[src/rtl/dm_bus_arbiter.sv]
// dm_bus_arbiter: round-robin system-bus arbiter with request locking and in-order response routing
module dm_bus_arbiter #(
  parameter int NrPorts        = 2,
  parameter int BusWidth       = 32,
  parameter int MaxOutstanding = 2
) (
  input  logic                          clk_i,
  input  logic                          rst_ni,
  input  logic [NrPorts-1:0]            req_i,
  input  logic [NrPorts*BusWidth-1:0]   add_i,
  input  logic [NrPorts-1:0]            we_i,
  input  logic [NrPorts*BusWidth-1:0]   wdata_i,
  input  logic [NrPorts*BusWidth/8-1:0] be_i,
  output logic [NrPorts-1:0]            gnt_o,
  output logic [NrPorts-1:0]            r_valid_o,
  output logic [BusWidth-1:0]           r_rdata_o,
  output logic                          master_req_o,
  output logic [BusWidth-1:0]           master_add_o,
  output logic                          master_we_o,
  output logic [BusWidth-1:0]           master_wdata_o,
  output logic [BusWidth/8-1:0]         master_be_o,
  input  logic                          master_gnt_i,
  input  logic                          master_r_valid_i,
  input  logic [BusWidth-1:0]           master_r_rdata_i
);
  localparam int IdW  = (NrPorts > 2) ? $clog2(NrPorts) : 1;
  localparam int PtrW = (MaxOutstanding > 1) ? $clog2(MaxOutstanding) : 1;
  localparam int CntW = $clog2(MaxOutstanding + 1);
  localparam int BeW  = BusWidth / 8;

  logic [IdW-1:0]  r_rr_ptr, r_lock_port, w_sel, w_head;
  logic            r_lock;
  logic [IdW-1:0]  r_ids [MaxOutstanding];
  logic [PtrW-1:0] r_wptr, r_rptr;
  logic [CntW-1:0] r_count;
  logic            w_sel_valid, w_full, w_issue, w_fire, w_pop;

  function automatic logic [IdW-1:0] wrap_port(input int v);
    return IdW'((v >= NrPorts) ? v - NrPorts : v);
  endfunction

  function automatic logic [PtrW-1:0] next_ptr(input logic [PtrW-1:0] p);
    return (int'(p) == MaxOutstanding - 1) ? '0 : p + 1'b1;
  endfunction

  always_comb begin
    w_sel       = r_lock_port;
    w_sel_valid = 1'b0;
    if (r_lock) w_sel_valid = req_i[r_lock_port];
    else for (int i = NrPorts - 1; i >= 0; i--) begin
      if (req_i[wrap_port(int'(r_rr_ptr) + i)]) begin
        w_sel       = wrap_port(int'(r_rr_ptr) + i);
        w_sel_valid = 1'b1;
      end
    end
  end

  assign w_full  = r_count == CntW'(MaxOutstanding);
  assign w_issue = w_sel_valid && !w_full;
  assign w_fire  = w_issue && master_gnt_i;
  assign w_pop   = master_r_valid_i && (r_count != '0);
  assign w_head  = r_ids[r_rptr];

  assign master_req_o   = rst_ni && w_issue;
  assign gnt_o          = (rst_ni && w_fire) ? NrPorts'(1) << w_sel : '0;
  assign r_valid_o      = (rst_ni && w_pop) ? NrPorts'(1) << w_head : '0;
  assign r_rdata_o      = rst_ni ? master_r_rdata_i : '0;
  assign master_add_o   = master_req_o ? add_i[int'(w_sel)*BusWidth +: BusWidth] : '0;
  assign master_we_o    = master_req_o && we_i[w_sel];
  assign master_wdata_o = master_req_o ? wdata_i[int'(w_sel)*BusWidth +: BusWidth] : '0;
  assign master_be_o    = master_req_o ? be_i[int'(w_sel)*BeW +: BeW] : '0;

  always_ff @(posedge clk_i or negedge rst_ni) begin
    if (!rst_ni) begin
      r_rr_ptr    <= '0;
      r_lock      <= 1'b0;
      r_lock_port <= '0;
      r_wptr      <= '0;
      r_rptr      <= '0;
      r_count     <= '0;
    end else begin
      if (w_fire) r_rr_ptr <= wrap_port(int'(w_sel) + 1);
      if (w_issue) r_lock <= !master_gnt_i;
      else if (r_lock && !req_i[r_lock_port]) r_lock <= 1'b0;
      if (w_issue && !master_gnt_i) r_lock_port <= w_sel;
      if (w_fire) r_wptr <= next_ptr(r_wptr);
      if (w_pop) r_rptr <= next_ptr(r_rptr);
      r_count <= r_count + CntW'(w_fire) - CntW'(w_pop);
    end
  end

  always_ff @(posedge clk_i) begin
    if (w_fire) r_ids[r_wptr] <= w_sel;
  end

`ifndef SYNTHESIS
  assert property (@(posedge clk_i) disable iff (!rst_ni) $onehot0(gnt_o));
  assert property (@(posedge clk_i) disable iff (!rst_ni) $onehot0(r_valid_o));
  assert property (@(posedge clk_i) disable iff (!rst_ni) !(w_fire && w_full));
  assert property (@(posedge clk_i) disable iff (!rst_ni) master_r_valid_i |-> (r_count != '0))
    else $warning("dm_bus_arbiter: response with no outstanding transaction dropped");
  assert property (@(posedge clk_i) disable iff (!rst_ni) r_lock |-> req_i[r_lock_port])
    else $warning("dm_bus_arbiter: locked request withdrawn before grant");
  assert property (@(posedge clk_i) (BusWidth == 32) || (BusWidth == 64));
`endif
endmodule

[config.mk]
export PLATFORM = sky130hd
export DESIGN_NAME = dm_bus_arbiter
export DESIGN_NICKNAME = d
export VERILOG_FILES = /design/src/rtl/dm_bus_arbiter.sv
export SDC_FILE = /design/constraint.sdc
export NUM_CORES = 1
export LEC_CHECK = 0
export BUFFER_PORTS_ARGS = -buffer_cell sky130_fd_sc_hd__buf_4
export CAP_MARGIN = 10
export CORE_AREA = 2 2 110 112
export CTS_CLUSTER_SIZE = 10
export DETAILED_ROUTE_END_ITERATION = 8
export DIE_AREA = 0 0 112 114
export PLACE_DENSITY_LB_ADDON = 0.2
export SYNTH_ARGS = -nofsm -noshare
export SYNTH_HDL_FRONTEND = slang
export SYNTH_SLANG_ARGS = --single-unit
export TNS_END_PERCENT = 20
[constraint.sdc]
create_clock -name clk_i -period 4.2 [get_ports clk_i]
set_input_delay 0.63 -clock clk_i [delete_from_list [all_inputs] [get_ports clk_i]]
set_output_delay 0.63 -clock clk_i [all_outputs]
set_load 0.02 [all_outputs]
-- Yosys cells after proc, flatten, opt, wreduce, memory -nomap -nowiden
Memory sizes are Yosys's and may differ from the RTL's.
Cells that the tools add are included.
- register bits: 7
- bits in writable memories: 2
- word-level logic and storage cells: 72
- memories: 1
- memories (memory ; depth ; bits a word ; read ports ; clocked after Yosys merged registers in ; wr ports ; line ; source):
    r_ids ; 2 ; 1 ; 1 ; 0 ; 1 ; 33 ; logic [IdW-1:0] r_ids [MaxOutstanding];
- $add $sub $neg: 9
- order comparisons: 7
- eq/ne operators: 1
- shifts and indexed selects: 5
- muxes and demuxes: 29
- reductions and logical operators: 14
- operators by type and width (kind ; count):
    $shiftx 64x7->32 ; 2
    $mux 32 ; 3
    $mux 1 ; 23
    $logic_and 1x1->1 ; 9
    $lt 1x2->1 const B ; 4
    $shiftx 8x4->4 ; 1
    $add 1x1->2 const B ; 2
    $ge 2x2->1 const B ; 2
    $mux 2 ; 2
    $mux 4 ; 1
    $reduce_bool 2->1 ; 2
    $shl 1x1->2 const A ; 2
    $logic_not 1->1 ; 3
    $sub 1x1->1 const B ; 3
    $add 1x1->1 const B ; 2
    $add 2x1->2 ; 1
    $eq 2x2->1 const B ; 1
    $ge 1x2->1 const B ; 1
    $sub 2x1->2 ; 1

-- Depth between registers and ports, before layout
Gate-level depths: netlist of the first run.
- depth after elaboration: 12
- gate-level depth with buffers: 9
- depth with buffers taken out: 9

-- Worst setup path after synthesis of the first run
OpenSTA, ideal clock, no wires.
- path kind: input to output
- start: input req_i[1]
- end: output master_be_o[0]
- data arrival time: 1744 ps
- required time: 3570 ps
- slack: 1826 ps
- stages: 6
- path buffers: 2
- cells stage by stage: nor2b_2 o21bai_2 buf_2 buf_2 nand4_1 a21oi_2
- cells in the longest elaborated chain, start to end: 8
- elaborated cells on any way between the ends: 16
- classes of those cells: shift (1); mux (13); reduce/logical (2)
- RTL lines (item ; line ; source):
    start: declaration ; 9 ; input logic [NrPorts-1:0] req_i,
    branches (longest 7 deep; another with $shiftx 8x4->4) ; -- ;
    $mux 4 * ; 71 ; assign master_be_o = master_req_o ? be_i[int'(w_sel)*BeW +: BeW] : '0;
    end: declaration ; 21 ; output logic [BusWidth/8-1:0] master_be_o,
Every way passes the cells marked *. The select of a mux whose other input is x is not followed.

-- Final worst setup path of the first run
- start: register r_lock
- end: output gnt_o[1]
- elaborated cells on any way between the ends: 7
- classes of those cells: shift (1); mux (3); reduce/logical (3)
- RTL lines (item ; line ; source):
    start: declaration ; 32 ; logic r_lock;
    start signal: assignment ; 83 ; if (w_issue) r_lock <= !master_gnt_i;
    $mux 1 ; 49 ; if (r_lock) w_sel_valid = req_i[r_lock_port];
    named net w_sel ; 31 ; logic [IdW-1:0] r_rr_ptr, r_lock_port, w_sel, w_head;
    $shl 1x1->2 ; 65 ; assign gnt_o = (rst_ni && w_fire) ? NrPorts'(1) << w_sel : '0;
    $mux 2 ; 65 ;
    end: declaration ; 14 ; output logic [NrPorts-1:0] gnt_o,
The timed path passes the listed nets, and every way through them passes these cells.

==> key figures, run 1 <==
Status
  • Status: finished, final reports clean

Logic synthesis
  • EDFF count, synth: 2
  • Seq cells post-synth: 9
  • Asr flop ratio synth: between 70 and 80%
  • Post-Synthesis Cells: 334
  • Warnings, synthesis: 0
  • Mapped Area: 2330 um^2
  • Post-synthesis sequential area ratio: 10.1%
  • Post-synthesis cell type count: 30
  • Syn_area_per_cell: about 7 um^2
  • Synthesized Nets: just over 500
  • Ys flop type: dfrtp_1

Timing
  • Worst slew pin tran: slightly below 800 ps
  • Final setup viols: 0
  • Min Clock Period, post-route: roughly 3100 ps
  • Peak Freq: approximately 320 MHz
  • Final period util: between 70% and 80%
  • Pins Over Slew Limit: 0
  • RSZ-0062 raised after global routing: no
  • Layout Skew: approximately 1.4 ps
  • Setup TNS: 0 ps
  • Final Hold Violating Endpoints: 0
  • Slew Limit Headroom: between 40% and 50%

Final layout
  • Diodes inserted: 0
  • Fraction of layout cells with a size suffix above 1: 64.1%
  • Fin util: slightly below 40%
  • Nets: 759
  • Post-Layout Inst Area: roughly 4600 um^2
  • Post-Layout Cell Count: a little over 700
  • Area Overhead vs Synth: 96.6%

Drt
  • Drt total wl: between 10,000 and 15,000 um
  • Antenna-violating nets left: 0
  • Initial drt markers: between 200 and 250
  • Via/cell ratio: around 4.8
  • 1st-pass router iterations: 4
  • Drt wl/cell: roughly 15 um
  • Vias: 3,525
  • DRC viols: 0

Power and ir drop
  • P_leak: between 2 and 2.5 nW
  • VDD IR max: around 0.22 mV
  • P per Cell Area: approximately 470 nW/um^2
  • Power, Total: 0.00216 W

Clocking
  • Clock tree buffer depth: 2
  • Clock Latency Late Sink: between 200 and 250 ps
  • Clock sink count: 9
  • Hold buffers post-CTS: 0
  • Worst-path clk slew: ~40 ps
  • Root buffer cell: clkbuf_16
  • Setup Buffers After CTS: 0
  • # H-tree levels: 1
  • TritonCTS buffer count: 3
  • Resize count post-CTS: 0
  • CTS tree: yes

Die
  • Chip width: 112 um
  • Starting density of the core: 19.9%
  • Die Height: about 110 um
  • I/O Pins: 282
  • Total core area: roughly 12,000 um^2
  • Die Area: between 10,000 and 15,000 um^2
  • FP Rows: 40

Critical path
  • Critical path data required time: about 3600 ps
  • FF-to-FF setup slack: 1960 ps
  • Arrival time worst endpoint: roughly 2500 ps
  • Kind of critical path: flip-flop to primary output
  • Worst setup EP type: primary output
  • Crit start category: flip-flop
  • R2R depth: 5
  • CP Max Fanout: 37

Global routing
  • Largest net degree at the start of global routing: just over 70
  • Overall routing resource usage: between 15 and 20%
  • Vias in the first global route: ~3,400
  • First-pass GRT wire length: about 17,000 um
  • Initial antenna violation count: 0
  • Total grt overflow: 0

Placed design
  • Cell Area, Placed: between 4000 and 5000 um^2
  • Placed Instances: 723
  • DP HPWL: 8160 um
  • Number of buffers added on ports: roughly 280
  • RePlAce Congestion: approximately 0.80

Hold path
  • Hold Crit Class: input pin to asynchronous set/reset pin

Job
  • Max-cap viol count: 0
## cells by family after synthesis
family | synth area share, %
buffers and inverters | 10.8
AND/OR/NAND/NOR | 32.3
adder cells (fa/ha/maj) | 1.08
XOR/XNOR | 1.51
multiplexers | 1.40
flip-flops | 10.1
AO/OA/AOI/OAI | 42.8
## final timing paths
check                                    from                   end
max                        r_lock$_DFFE_PN0P_              gnt_o[1]
min                                    rst_ni  r_rr_ptr$_DFFE_PN0P_
max reg2reg                r_lock$_DFFE_PN0P_  r_rr_ptr$_DFFE_PN0P_
min reg2reg                r_rptr$_DFFE_PN0P_    r_rptr$_DFFE_PN0P_
max in group asynchronous              rst_ni    r_wptr$_DFFE_PN0P_
min in group clk_i         r_rptr$_DFFE_PN0P_    r_rptr$_DFFE_PN0P_
## critical path, cell delays in order, from the launching register on
cell,delay (ps)
dfrtp_1,420
nand3b_2,670
nand2_2,250
buf_4,340
nor2_1,120
inv_2,120
and3_1,150
buf_4,140
## cells in the mapped netlist, types with 2 or more instances
cell type	n	area (um^2)
nand4_1	69	432
buf_6	7	78.8
xor2_1	2	17.5
clkbuf_1	35	131
nor4_1	2	12.5
edfxtp_1	2	60.1
dfrtp_1	7	175
mux2_2	2	22.5
and2_1	33	206
o21ai_0	69	345
inv_1	4	15.0
and3_1	3	18.8
a21oi_2	70	613
nand2_1	5	18.8
ha_1	2	25.0
xnor2_1	2	17.5
nor2_1	4	15.0
buf_2	3	15.0
nand2b_1	2	12.5
## report_power, final
part,leakage (nW),internal (W),switching (W)
registers,0.101,0.000136,0.0000387
clock network,0.0382,0.000126,0.0000374
logic,1.96,0.000690,0.00113
## flip-flops by register name (all words and copies together) (netlist names)
register and flops:
r_wptr 1, r_lock_port 1, r_ids 2, r_lock 1, r_rptr 1, r_rr_ptr 1
r_count 2
## cells in the final DEF (no fill, tap or decap)
cell	netlist	routed
dfrtp_1	7	7
nor3_2	1	1
o21ba_2	1	1
clkbuf_16	0	3
nand4_1	69	69
nand3b_2	1	1
buf_12	0	3
nor2b_2	1	1
or3_4	0	1
edfxtp_1	2	2
clkbuf_1	35	1
o21bai_4	0	1
ha_1	2	2
mux2i_1	1	1
mux2_2	2	2
inv_1	4	4
and2_1	33	33
nor4_1	2	2
nand2b_1	2	2
a2111oi_0	1	1
nand2_1	5	3
a21oi_2	70	70
xor2_1	2	2
nand2_2	0	2
o21ai_0	69	69
inv_2	1	1
and3_1	3	3
xnor2_1	2	2
o21a_1	1	1
nor2_1	4	4
buf_4	1	285
## final cells by class
type                            count  area [um^2]
Fill cell                        1263         7140
Timing Repair Buffer              288         2200
Multi-Input combinational cell    274         1860
Sequential cell                     9          235
Tap cell                          147          184
Clock buffer                        4         78.8
Inverter                            5         18.8
## stage by stage
| stage | hold WS, ps | setup WS, ps |
|---|---|---|
| 2_1_floorplan | 334 | 1830 |
| 3_3_place_gp | 480 | 1170 |
| 3_5_place_dp | 482 | 1140 |
| 4_1_cts | 319 | 1060 |
| 5_1_grt | 342 | 869 |
| 6_report | 315 | 1100 |
## per-layer routing
| metal | share of wire, % | vias to the layer above | GRT usage [%] | wire length [um] |
|---|---|---|---|---|
| met3 | 5.8 | 8 | 1.91 | 635 |
| li1 | - | 1747 | - | - |
| met5 | 0 | - | 0 | 0 |
| met2 | 53 | 136 | 30.3 | 5800 |
| met4 | 1.2 | 0 | 3.17 | 135 |
| met1 | 40 | 1634 | 19.0 | 4410 |
Note: power is estimated with default switching activity, not from simulation.
==> inputs of run 2 (changes only) <==
ABC_AREA = 1   (was unset)
clock period = 2.8 ns   (was 4.2 ns; I/O delays follow)
==> run 2 against run 1 <==
Against the previous run: design area is 4.5% lower; flip-flop and latch count is the same; non-clock buffer count stayed put; first-iteration DRC count fell by 57%; synthesized area fell by 12%; power up 38%; highest routed layer unchanged; hold slack got worse by 73 ps; critical endpoint is now master_wdata_o[2]; largest cell class unchanged; clock-buffer cell count is the same; combinational power grew 37%; global-route usage fell by 2.1 points.
==> key figures, run 2 <==
Global routing
  • First-pass GRT wire length: between 10,000 and 15,000 um
  • Total grt overflow: 0
  • Vias in the first global route: ~3,000
  • Largest net degree at the start of global routing: between 70 and 80
  • Initial antenna violation count: 0
  • Overall routing resource usage: a little over an eighth

Critical path
  • Largest stage delay, worst path: roughly 390 ps
  • R2R depth: 8
  • Kind of critical path: flip-flop to primary output
  • CP max stage cell: dfrtp_1
  • FF-to-FF setup slack: ~1100 ps
  • Arrival time worst endpoint: roughly 2000 ps
  • Critical path data required time: between 2000 and 2500 ps
  • Crit start category: flip-flop
  • Crit-path cells: inv_1 > o21ai_0 > nand2_2 > nand3_4 > buf_12 > a21oi_2 > buf_4
  • CP Max Fanout: 21
  • Worst setup EP type: primary output

Logic synthesis
  • Synth area leaders: nand2_1, a21oi_2, dfrtp_1, inv_1, buf_6
  • Post-synthesis sequential area ratio: a little under an eighth
  • EDFF count, synth: 2
  • Mapped Area: between 2000 and 2500 um^2
  • Post-synthesis cell type count: 20
  • Warnings, synthesis: 0
  • Synthesized Nets: between 500 and 600
  • Post-Synthesis Cells: between 300 and 400
  • Yosys top cell area share: 33.7%
  • Post-synth top cells: nand2_1, a21oi_2, inv_1
  • Syn_area_per_cell: around 5.7 um^2
  • Asr flop ratio synth: between 70% and 80%
  • Most common cell in the netlist: nand2_1
  • Cell taking the most area after synthesis: nand2_1
  • Seq cells post-synth: 9
  • Ys flop type: dfrtp_1

Timing
  • Worst slew pin tran: 457 ps
  • Min Clock Period, post-route: between 2000 and 2500 ps
  • Final period util: a little under nine tenths
  • Final setup viols: 0
  • Pins Over Slew Limit: 0
  • RSZ-0062 raised after global routing: no
  • Hold Slack: between 200 and 250 ps
  • Final Hold Violating Endpoints: 0
  • Setup TNS: 0 ps
  • Slew Limit Headroom: 69.5%
  • Peak Freq: roughly 420 MHz
  • Layout Skew: between 1 and 1.5 ps

Placed design
  • RePlAce Congestion: ~0.80
  • Number of buffers added on ports: ~280
  • DP HPWL: roughly 7900 um
  • Cell Area, Placed: 4290 um^2

Die
  • FP Rows: 40
  • Die Area: around 13,000 um^2
  • Starting density of the core: between 10% and 20%
  • Total core area: between 10,000 and 15,000 um^2
  • Chip width: 112 um
  • Die Height: approximately 110 um
  • I/O Pins: 282

Clocking
  • TritonCTS buffer count: 3
  • Clock sink count: 9
  • Clock Latency Late Sink: around 240 ps
  • Hold buffers post-CTS: 0
  • Root buffer cell: clkbuf_16
  • Clock tree buffer depth: 2
  • CTS tree: yes
  • Worst-path clk slew: 40 ps
  • # H-tree levels: 1
  • Setup Buffers After CTS: 0
  • Resize count post-CTS: 0

Power and ir drop
  • Net switching power: approximately 0.0016 W
  • Pint: between 0.001 and 0.0015 W
  • Sequential power share: under 10%
  • Sw frac: between 50% and 60%
  • Power, Total: approximately 0.003 W
  • Logic gate share of total power: between 80% and 90%
  • VDD IR max: 0.533 mV
  • P_leak: between 2 and 2.5 nW
  • P per Cell Area: between 600 and 700 nW/um^2
  • Clock power share: between 8 and 9%

Drt
  • Drt wl/cell: 12.5 um
  • Drt total wl: 9650 um
  • DRC viols: 0
  • Vias: around 3,200
  • 1st-pass router iterations: 4
  • Initial drt markers: 89
  • Via/cell ratio: 4.07
  • Antenna-violating nets left: 0

Final layout
  • Commonest non-fill, non-tap cells in the layout: buf_4, nand2_1, a21oi_2, inv_1, dfrtp_1
  • Reg area: roughly 240 um^2
  • Filler cells: roughly 1,200
  • Post-Layout Inst Area: roughly 4400 um^2
  • Fraction of layout cells with a size suffix above 1: between 50% and 60%
  • Diodes inserted: 0
  • Nets: around 810
  • Fin util: 37.3%
  • Area Overhead vs Synth: 113%
  • Commonest non-fill, non-tap cell in the layout: buf_4
  • Area of the multi-input gates: 1470 um^2
  • Largest registers: r_count x2, r_ids x2

Hold path
  • Hold Crit Class: input pin to asynchronous set/reset pin

Job
  • Max-cap viol count: 0

Status
  • Status: finished, final reports clean
run 2: cell count changes after synthesis, moves of 3 or more:
cell | previous run | this run
and2_1 | 33 | 0
o21ai_0 | 69 | 4
buf_1 | 0 | 3
buf_2 | 3 | 15
nand4_1 | 69 | 4
clkbuf_1 | 35 | 0
inv_1 | 4 | 44
nand2_1 | 5 | 184
and3_1 | 3 | 0
run 2: logic make-up after synthesis:
logic type / count (synthesis) / share of synthesized area (%)
simple gates: 201 / 38.8
xor+xnor: 3 / 1.28
buf+inv: 72 / 16.7
compound gates: 73 / 30.5
fa+ha+maj: 2 / 1.22
flops: 9 / 11.5
run 2: routing by layer:
metal,share of wire (%),track usage (%),wire length [um]
met3,11,3.83,1020
met1,37,15.6,3520
met4,0.67,2.68,65
met5,0,0,0
met2,52,25.7,5040
run 2: worst max-delay path: cells and delay by family (launching register included):
kind	cells	cell delay, ps
buf+inv	3	550
simple gates	2	540
flops	1	390
compound gates	2	240
run 2: layout make-up:
cell class,instances,area share (%)
timing repair buffer,288,50.9
multi-input combinational,279,33.6
sequential,9,5.38
tap,147,4.21
inverter,47,4.04
clock buffer,4,1.80
run 2: worst paths after layout:
kind | endpoint | startpoint
worst min register to register | r_wptr$_DFFE_PN0P_ | r_wptr$_DFFE_PN0P_
worst max register to register | r_count[1]$_DFF_PN0_ | r_lock$_DFFE_PN0P_
max in group asynchronous | r_rptr$_DFFE_PN0P_ | rst_ni
worst max-delay path | master_wdata_o[2] | r_lock$_DFFE_PN0P_
min in group clk_i | r_wptr$_DFFE_PN0P_ | r_wptr$_DFFE_PN0P_
worst min-delay path | r_count[0]$_DFF_PN0_ | rst_ni
run 2: per-stage QoR:
stage          worst slack (ps)  instances
6_report                    398        774
5_1_grt                     266        774
4_1_cts                     368        774
3_5_place_dp                510        770
3_3_place_gp                534        770
2_1_floorplan              1120        360
run 2: power by group through the flow:
stage / Combinational (W) / Sequential [W] / Clock [W]
after floorplan: 0.00161 / 0.000232 / 0
after global placement: 0.00251 / 0.000240 / 0
after detailed placement: 0.00252 / 0.000242 / 0
after CTS: 0.00253 / 0.000239 / 0.000260
after global routing: 0.00272 / 0.000245 / 0.000267
final: 0.00249 / 0.000239 / 0.000257
